--- src/rtl/prng_share_scheduler_pkg.sv ---
// rtl/prng_share_scheduler_pkg.sv - shared state/tag encodings and width helper for the PRNG share scheduler
package prng_share_scheduler_pkg;

    typedef enum logic [1:0] {
        ST_IDLE   = 2'd0,
        ST_SEED   = 2'd1,
        ST_WARMUP = 2'd2,
        ST_RUN    = 2'd3
    } sched_state_e;

    typedef enum logic {
        TAG_CH1 = 1'b0,
        TAG_CH2 = 1'b1
    } chan_tag_e;

    // Width of a counter that walks 0 .. n-1 (at least one bit).
    function automatic int unsigned cnt_width(input int unsigned n);
        return (n <= 1) ? 1 : $clog2(n);
    endfunction

endpackage

--- src/rtl/prng_share_scheduler_if.sv ---
// rtl/prng_share_scheduler_if.sv - seed, PRNG-core and channel handshake bundle of the PRNG share scheduler
interface prng_share_scheduler_if #(
    parameter int RND_W = 32
) ();
    logic             seed_valid;
    logic             seed_ready;
    logic             prng_load;
    logic             prng_en;
    logic [RND_W-1:0] prng_dout;
    logic             reseed_req;
    logic             rnd1_valid;
    logic             rnd1_ready;
    logic [RND_W-1:0] rnd1_data;
    logic             rnd2_valid;
    logic             rnd2_ready;
    logic [RND_W-1:0] rnd2_data;
    logic             prng_rdy;

    // Scheduler side.
    modport master (
        input  seed_valid, prng_dout, reseed_req, rnd1_ready, rnd2_ready,
        output seed_ready, prng_load, prng_en, rnd1_valid, rnd1_data,
               rnd2_valid, rnd2_data, prng_rdy
    );

    // PRNG core, seed source and randomness consumers.
    modport slave (
        output seed_valid, prng_dout, reseed_req, rnd1_ready, rnd2_ready,
        input  seed_ready, prng_load, prng_en, rnd1_valid, rnd1_data,
               rnd2_valid, rnd2_data, prng_rdy
    );
endinterface

--- src/rtl/prng_share_scheduler_rnd_word_buffer.sv ---
// rtl/prng_share_scheduler_rnd_word_buffer.sv - one-word valid/ready holder with a capture port
module rnd_word_buffer #(
    parameter int W = 32
) (
    input  logic         clk_i,
    input  logic         rst_i,
    input  logic         cap_i,
    input  logic [W-1:0] cap_data_i,
    input  logic         ready_i,
    output logic         valid_o,
    output logic [W-1:0] data_o
);
    logic         valid_q, valid_d;
    logic [W-1:0] data_q, data_d;

    // A capture wins over a same-cycle take so a refill is never lost.
    always_comb begin
        valid_d = valid_q;
        data_d  = data_q;
        if (valid_q && ready_i) begin
            valid_d = 1'b0;
        end
        if (cap_i) begin
            valid_d = 1'b1;
            data_d  = cap_data_i;
        end
    end

    // Buffer registers.
    always_ff @(posedge clk_i or posedge rst_i) begin
        if (rst_i) begin
            valid_q <= 1'b0;
            data_q  <= '0;
        end else begin
            valid_q <= valid_d;
            data_q  <= data_d;
        end
    end

    assign valid_o = valid_q;
    assign data_o  = data_q;
endmodule

--- src/rtl/prng_share_scheduler.sv ---
// rtl/prng_share_scheduler.sv - PRNG life-cycle sequencer and round-robin word issue to two randomness channels
module prng_share_scheduler
    import prng_share_scheduler_pkg::*;
#(
    parameter int RND_W         = 32,
    parameter int WARMUP_CYCLES = 8,
    parameter int RESEED_PERIOD = 1024
) (
    input  logic                       clk_i,
    input  logic                       rst_i,
    prng_share_scheduler_if.master     bus
);
    localparam int unsigned WARM_W = cnt_width(WARMUP_CYCLES);
    localparam int unsigned ISS_W  = cnt_width(RESEED_PERIOD);
    localparam logic [WARM_W-1:0] WARM_LAST = WARM_W'(WARMUP_CYCLES - 1);
    localparam logic [ISS_W-1:0]  ISS_LAST  = ISS_W'(RESEED_PERIOD - 1);

    sched_state_e      state_q, state_d;
    logic [WARM_W-1:0] warm_cnt_q, warm_cnt_d;
    logic [ISS_W-1:0]  issue_cnt_q, issue_cnt_d;
    logic              inflight_q, inflight_d;
    chan_tag_e         tag_q, tag_d;
    logic              rr_q, rr_d;

    logic              needy1, needy2, issue;
    chan_tag_e         grant;

    // Life-cycle FSM and issue arbitration; a channel whose word is already
    // in flight is not needy, so it never gets a second step queued behind it.
    always_comb begin
        state_d     = state_q;
        warm_cnt_d  = warm_cnt_q;
        issue_cnt_d = issue_cnt_q;
        rr_d        = rr_q;
        issue       = 1'b0;
        grant       = TAG_CH1;
        needy1      = (~bus.rnd1_valid | bus.rnd1_ready) & ~(inflight_q & (tag_q == TAG_CH1));
        needy2      = (~bus.rnd2_valid | bus.rnd2_ready) & ~(inflight_q & (tag_q == TAG_CH2));
        case (state_q)
            ST_IDLE: begin
                state_d = ST_SEED;
            end
            ST_SEED: begin
                if (bus.seed_valid) begin
                    state_d    = ST_WARMUP;
                    warm_cnt_d = '0;
                end
            end
            ST_WARMUP: begin
                if (warm_cnt_q == WARM_LAST) begin
                    state_d = ST_RUN;
                end else begin
                    warm_cnt_d = warm_cnt_q + WARM_W'(1);
                end
            end
            ST_RUN: begin
                if (bus.reseed_req) begin
                    state_d     = ST_SEED;
                    issue_cnt_d = '0;
                end else if (needy1 || needy2) begin
                    issue = 1'b1;
                    if (needy1 && needy2) begin
                        grant = rr_q ? TAG_CH2 : TAG_CH1;
                        rr_d  = ~rr_q;
                    end else begin
                        grant = needy1 ? TAG_CH1 : TAG_CH2;
                    end
                    if ((RESEED_PERIOD != 0) && (issue_cnt_q == ISS_LAST)) begin
                        state_d     = ST_SEED;
                        issue_cnt_d = '0;
                    end else begin
                        issue_cnt_d = issue_cnt_q + ISS_W'(1);
                    end
                end
            end
            default: begin
                state_d = ST_IDLE;
            end
        endcase
        inflight_d = issue;
        tag_d      = issue ? grant : tag_q;
    end

    // Scheduler state registers.
    always_ff @(posedge clk_i or posedge rst_i) begin
        if (rst_i) begin
            state_q     <= ST_IDLE;
            warm_cnt_q  <= '0;
            issue_cnt_q <= '0;
            inflight_q  <= 1'b0;
            tag_q       <= TAG_CH1;
            rr_q        <= 1'b0;
        end else begin
            state_q     <= state_d;
            warm_cnt_q  <= warm_cnt_d;
            issue_cnt_q <= issue_cnt_d;
            inflight_q  <= inflight_d;
            tag_q       <= tag_d;
            rr_q        <= rr_d;
        end
    end

    assign bus.seed_ready = (state_q == ST_SEED);
    assign bus.prng_load  = bus.seed_valid & (state_q == ST_SEED);
    assign bus.prng_en    = issue | (state_q == ST_WARMUP);
    assign bus.prng_rdy   = (state_q == ST_RUN);

    // The word issued last cycle lands in its channel regardless of state,
    // so a step issued just before a reseed is still delivered.
    rnd_word_buffer #(.W(RND_W)) u_buf1 (
        .clk_i      (clk_i),
        .rst_i      (rst_i),
        .cap_i      (inflight_q & (tag_q == TAG_CH1)),
        .cap_data_i (bus.prng_dout),
        .ready_i    (bus.rnd1_ready),
        .valid_o    (bus.rnd1_valid),
        .data_o     (bus.rnd1_data)
    );

    rnd_word_buffer #(.W(RND_W)) u_buf2 (
        .clk_i      (clk_i),
        .rst_i      (rst_i),
        .cap_i      (inflight_q & (tag_q == TAG_CH2)),
        .cap_data_i (bus.prng_dout),
        .ready_i    (bus.rnd2_ready),
        .valid_o    (bus.rnd2_valid),
        .data_o     (bus.rnd2_data)
    );
endmodule

--- src/flat_wrapper.sv ---
// flat-port wrapper written by rule: the top's interface ports become plain ports
module prng_share_scheduler_flat import prng_share_scheduler_pkg::*;
#(
    parameter int RND_W         = 32,
    parameter int WARMUP_CYCLES = 8,
    parameter int RESEED_PERIOD = 1024
)
  (clk_i, rst_i, bus_seed_valid, bus_prng_dout, bus_reseed_req, bus_rnd1_ready, bus_rnd2_ready, bus_seed_ready, bus_prng_load, bus_prng_en, bus_rnd1_valid, bus_rnd1_data, bus_rnd2_valid, bus_rnd2_data, bus_prng_rdy);
  prng_share_scheduler_if #(.RND_W(RND_W)) bus_i ();
  input  logic clk_i;
  input  logic rst_i;
  input wire logic [$bits(bus_i.seed_valid)-1:0] bus_seed_valid;
  input wire logic [$bits(bus_i.prng_dout)-1:0] bus_prng_dout;
  input wire logic [$bits(bus_i.reseed_req)-1:0] bus_reseed_req;
  input wire logic [$bits(bus_i.rnd1_ready)-1:0] bus_rnd1_ready;
  input wire logic [$bits(bus_i.rnd2_ready)-1:0] bus_rnd2_ready;
  output wire logic [$bits(bus_i.seed_ready)-1:0] bus_seed_ready;
  output wire logic [$bits(bus_i.prng_load)-1:0] bus_prng_load;
  output wire logic [$bits(bus_i.prng_en)-1:0] bus_prng_en;
  output wire logic [$bits(bus_i.rnd1_valid)-1:0] bus_rnd1_valid;
  output wire logic [$bits(bus_i.rnd1_data)-1:0] bus_rnd1_data;
  output wire logic [$bits(bus_i.rnd2_valid)-1:0] bus_rnd2_valid;
  output wire logic [$bits(bus_i.rnd2_data)-1:0] bus_rnd2_data;
  output wire logic [$bits(bus_i.prng_rdy)-1:0] bus_prng_rdy;
  assign bus_i.seed_valid = bus_seed_valid;
  assign bus_i.prng_dout = bus_prng_dout;
  assign bus_i.reseed_req = bus_reseed_req;
  assign bus_i.rnd1_ready = bus_rnd1_ready;
  assign bus_i.rnd2_ready = bus_rnd2_ready;
  assign bus_seed_ready = bus_i.seed_ready;
  assign bus_prng_load = bus_i.prng_load;
  assign bus_prng_en = bus_i.prng_en;
  assign bus_rnd1_valid = bus_i.rnd1_valid;
  assign bus_rnd1_data = bus_i.rnd1_data;
  assign bus_rnd2_valid = bus_i.rnd2_valid;
  assign bus_rnd2_data = bus_i.rnd2_data;
  assign bus_prng_rdy = bus_i.prng_rdy;
  prng_share_scheduler #(.RND_W(RND_W), .WARMUP_CYCLES(WARMUP_CYCLES), .RESEED_PERIOD(RESEED_PERIOD)) u_core (.clk_i(clk_i), .rst_i(rst_i), .bus(bus_i));
endmodule
--- config.mk ---
export PLATFORM = sky130hd
export DESIGN_NAME = prng_share_scheduler_flat
export DESIGN_NICKNAME = d
export VERILOG_FILES = /design/src/rtl/prng_share_scheduler_pkg.sv /design/src/rtl/prng_share_scheduler_if.sv /design/src/rtl/prng_share_scheduler_rnd_word_buffer.sv /design/src/rtl/prng_share_scheduler.sv /design/src/flat_wrapper.sv
export SDC_FILE = /design/constraint.sdc
export NUM_CORES = 1
export LEC_CHECK = 0
export ABC_CLOCK_PERIOD_IN_PS = 3100
export BUFFER_PORTS_ARGS = -buffer_cell sky130_fd_sc_hd__buf_4
export CAP_MARGIN = 30
export CORE_MARGIN = 2
export CORE_UTILIZATION = 51
export DETAILED_ROUTE_END_ITERATION = 8
export PLACE_DENSITY = 0.9
export SYNTH_ARGS = -nofsm -noshare
export SYNTH_HDL_FRONTEND = slang
export SYNTH_SLANG_ARGS = --single-unit
--- constraint.sdc ---
create_clock -name clk_i -period 3.1 [get_ports clk_i]
set_input_delay 0.31 -clock clk_i [delete_from_list [all_inputs] [get_ports clk_i]]
set_output_delay 0.31 -clock clk_i [all_outputs]
set_load 0.01 [all_outputs]
==> out/qor_table.md <==
| Stage | Item | Value |
| --- | --- | --- |
| placement | Placement Setup Slack | 1280 ps |
| grt | Vias in the first global route | 2683 |
| placement | Number of buffer cells added on primary ports | 107 |
| placement | Detailed placer's ending HPWL | 5705 µm |
| worst setup path | Crit Path Class | register to primary output |
| pwr | Share of total power consumed by net switching | 35.09% |
| pwr | Share of power burned in registers | 42.1% |
| worst setup path | Critical path data required time | 2790 ps |
| final layout | Proportion of layout cells with a drive suffix above 1 | 37.88% |
| timing | Normalized max-slew margin | 54.36% |
| synth | Synth cell count leaders | 110 x sky130_fd_sc_hd__nand2_1, 84 x sky130_fd_sc_hd__dfrtp_1, 33 x sky130_fd_sc_hd__mux2_2, 10 x sky130_fd_sc_hd__a21oi_1, 8 x sky130_fd_sc_hd__clkbuf_1 |
| cts | Number of clock sinks | 84 |
| synth | Post-synthesis instance area | 3467 µm² |
| cts | Clock-pin slew reported for the worst setup and hold paths after clock tree synthesis | 80 ps |
| timing | Actual transition at the worst max-transition pin | 681.4 ps |
| synth | Fraction of synthesis flops using an asynchronous set or reset pin | 100.0% |
| grt | First-pass GRT wire length | 12520 µm |
| synth | Count leader, synth | sky130_fd_sc_hd__nand2_1 |
| drt | Iter 0 DRT Violations | 111 |
| synth | Synth Warn # | 0 |
| cts | Buffer depth of the longest clock path | 2 |
| final layout | Non-filler instance count after layout | 513 |
| cts | Clk root buf | sky130_fd_sc_hd__clkbuf_8 |
| grt | Antenna violations before repair | 0 |
| placement | GPL Wtd Cong | 0.8607 |
| die | Top-level I/O count | 108 |
| final layout | Net count, final | 473 |
| min path | Tightest Hold Check Type | input pin to register |
| synth | Number of enable flip-flop cells after synthesis | 0 |
| timing | Maximum clock frequency | 459.2 MHz |
| die | Die area | 7474 µm² |
| worst setup path | Kind of launch point of the worst setup path | register |
| die | Starting density of the core | 51.89% |
| grt | Overall overflow remaining after global route | 0 |
| worst setup path | WP data arrival | 1870 ps |
| synth | Yosys cell types | 36 |
| drt | Average wire per standard cell | 14.93 µm |
| placement | Number of cells after detailed placement | 497 |
| job | Max Cap Violations | 0 |
| synth | Net Count, Synth | 360 |
| drt | Via count of the routed design | 2716 |
| die | Placeable core area | 6681 µm² |
| pwr | Total power of the final layout | 4.455 mW |
| pwr | Power density cells | 983.0 nW/µm² |
| pwr | Power spent charging and discharging nets | 1.563 mW |
| worst setup path | Crit end category | primary output |
| drt | Vias per cell | 5.294 |
| final layout | Inserted Diodes | 0 |
| pwr | Max IR drop VDD | 521.6 µV |
| drt | Length of the first detailed-routing pass in iterations | 4 |
| pwr | Leak Pwr | 2.269 nW |
| grt | Overall routing resource usage | 21.31% |
| final layout | Footprint of the multi-input gates | 1304 µm² |
| synth | Sequential-to-total area share from yosys stat | 60.63% |
| timing | Hold violation total from the final report | 0 |
| grt | Maximum number of pins on one net before global-route repair | 35 |
| synth | Primary FF master, synth | sky130_fd_sc_hd__dfrtp_1 |
| synth | Register bit total from synthesis | 84 |
| synth | Fraction of synthesized cell area taken by the top area cell type | 60.63% |
| timing | Setup WS post-layout | 922.1 ps |
| worst setup path | Largest driver fanout on the critical path | 6 |
| die | Chip width | 86.45 µm |
| synth | Count of mapped cells out of synthesis | 316 |
| cts | Clk_lat worst skew | 330 ps |
| final layout | Area growth from synthesis to layout | 30.71% |
| die | Die Ht | 86.45 µm |
| worst setup path | Critical path's top delay family | simple AND/OR/NAND/NOR gates |
| die | Number of placement rows | 30 |
| worst setup path | Buffers & Inverters on Critical Path | 1 |
| pwr | Logic gate share of total power | 43.4% |
| timing | Final worst path period need | 2178 ps |
| cts | CTS tree | done |
| cts | Number of gates resized after CTS | 0 |
| timing | Setup TNS | 0 ps |
| worst setup path | Slowest Stage Delay on Critical Path | 410 ps |
| timing | Final count of pins violating max slew | 0 |
| worst setup path | Cell with the biggest individual delay on the critical path | sky130_fd_sc_hd__dfrtp_1 |
| synth | Avg Synthesized Cell Area | 10.97 µm² |
| synth | Biggest area contributors in the synthesized netlist | sky130_fd_sc_hd__dfrtp_1 61%, sky130_fd_sc_hd__nand2_1 12%, sky130_fd_sc_hd__mux2_2 11% |
| pwr | Clock share of power | 14.5% |
| timing | Part of the cycle the worst path needs | 70.25% |
| cts | # Post-CTS Setup Buffers | 0 |
| final layout | Sequential cell area in the final layout | 2102 µm² |
| timing | Worst clock skew | 6.634 ps |
| timing | Setup repair after global routing missed its margin | no |
| status | Run status | complete, no violations |
| cts | CTS H-tree lvls | 3 |
| drt | Total length of routed wires | 7657 µm |
| drt | Remaining routing DRC violations | 0 |
| timing | Final setup violation count | 0 |
| cts | Number of buffers added by the clock tree synthesis step | 9 |
| drt | Routed Antenna Nets | 0 |
| worst setup path | Critical Path, Cell by Cell | ha_1 -> nor2b_1 -> and3_1 -> or2_2 -> buf_4 |
| pwr | Cell Int Power | 2.892 mW |
| synth | Library cell with the largest summed area after synthesis | sky130_fd_sc_hd__dfrtp_1 |
| final layout | Filler Cell Count | 485 |
[cell type report]
class,count,share of cell area [%]
tap,80,2.209
clock inverter,2,0.2761
clock buffer,13,3.065
sequential,84,46.38
multi-input combinational,215,28.77
inverter,6,0.5246
timing repair buffer,113,18.77
[worst min-delay path: cells and delay by family]
family / cells / cell delay [ps]
buf+inv: 1 / 80
simple gates: 2 / 80
[sequential cells by signal, indices dropped and copies added, names as in the netlist]
register and cells:
u_core.rr_q 1, u_core.u_buf2.data_o 32, u_core.tag_q 1, u_core.state_q 2, u_core.u_buf2.valid_o 1, u_core.warm_cnt_q 3, u_core.inflight_q 1, u_core.u_buf1.data_o 32
u_core.issue_cnt_q 10, u_core.u_buf1.valid_o 1
[through the flow]
stage	util [%]	cell area, µm²	hold WS (ps)
5_1_grt	67.83	4532	166.4
6_report	67.83	4532	169.7
3_3_place_gp	65.41	4370	320.0
3_5_place_dp	65.41	4370	338.6
2_1_floorplan	-	3467	415.4
4_1_cts	67.83	4532	152.5
[power by group through the flow]
stage / Combinational, mW / Sequential [mW] / Clock, mW
final: 1.93 / 1.88 / 0.645
after global routing: 2.11 / 1.93 / 0.714
after CTS: 1.96 / 1.87 / 0.663
after detailed placement: 1.96 / 1.90 / 0
after global placement: 1.88 / 1.86 / 0
after floorplan: 0.790 / 2.06 / 0
[layer usage]
metal / vias up / global-route usage (%) / part of all wire (%)
met4: 0 / 5.824 / 0.73
met1: 1336 / 26.30 / 43
li1: 1281 / - / -
met3: 8 / 5.714 / 6.2
met2: 91 / 37.06 / 50
met5: - / 0 / 0
[cells in the final DEF (no fill, tap or decap), drive strengths merged, types with 6 or more instances in the layout]
| cell type | n |
|---|---|
| mux2 | 33 |
| dfrtp | 84 |
| a21oi | 10 |
| buf | 112 |
| ha | 6 |
| clkbuf | 13 |
| nand2 | 111 |
| o31ai | 6 |
[cell families (layout without fill, tap and decap cells)]
family / after synthesis / after routing / synth area share, %
flip-flops: 84 / 84 / 60.63
AO/OA/AOI/OAI: 26 / 26 / 4.764
AND/OR/NAND/NOR: 146 / 146 / 18.80
buffers and inverters: 17 / 134 / 1.840
XOR/XNOR: 2 / 2 / 0.5053
multiplexers: 35 / 35 / 11.30
adder cells (fa/ha/maj): 6 / 6 / 2.165
[timing repair]
action                                 4_1_cts  5_1_grt
endpoints found under the hold margin       23        0
setup endpoints to repair                    0        0
hold buffers                                 1        0
[worst paths after layout]
path	endpoint	cells past startpoint	from	slack [ps]
max in group asynchronous	u_core.u_buf2.data_o[21]	4	rst_i	1790
hold reg to reg	u_core.u_buf1.data_o[13]	2	u_core.u_buf1.data_o[13]	480
min in group asynchronous	u_core.u_buf1.data_o[26]	3	rst_i	530
hold / removal	u_core.u_buf1.data_o[28]	3	bus_prng_dout[28]	170
setup reg to reg	u_core.issue_cnt_q[7]	5	u_core.tag_q	1340
setup / recovery	bus_prng_en	5	u_core.state_q[0]	920
No activity file was read; power rests on OpenSTA's default activity.
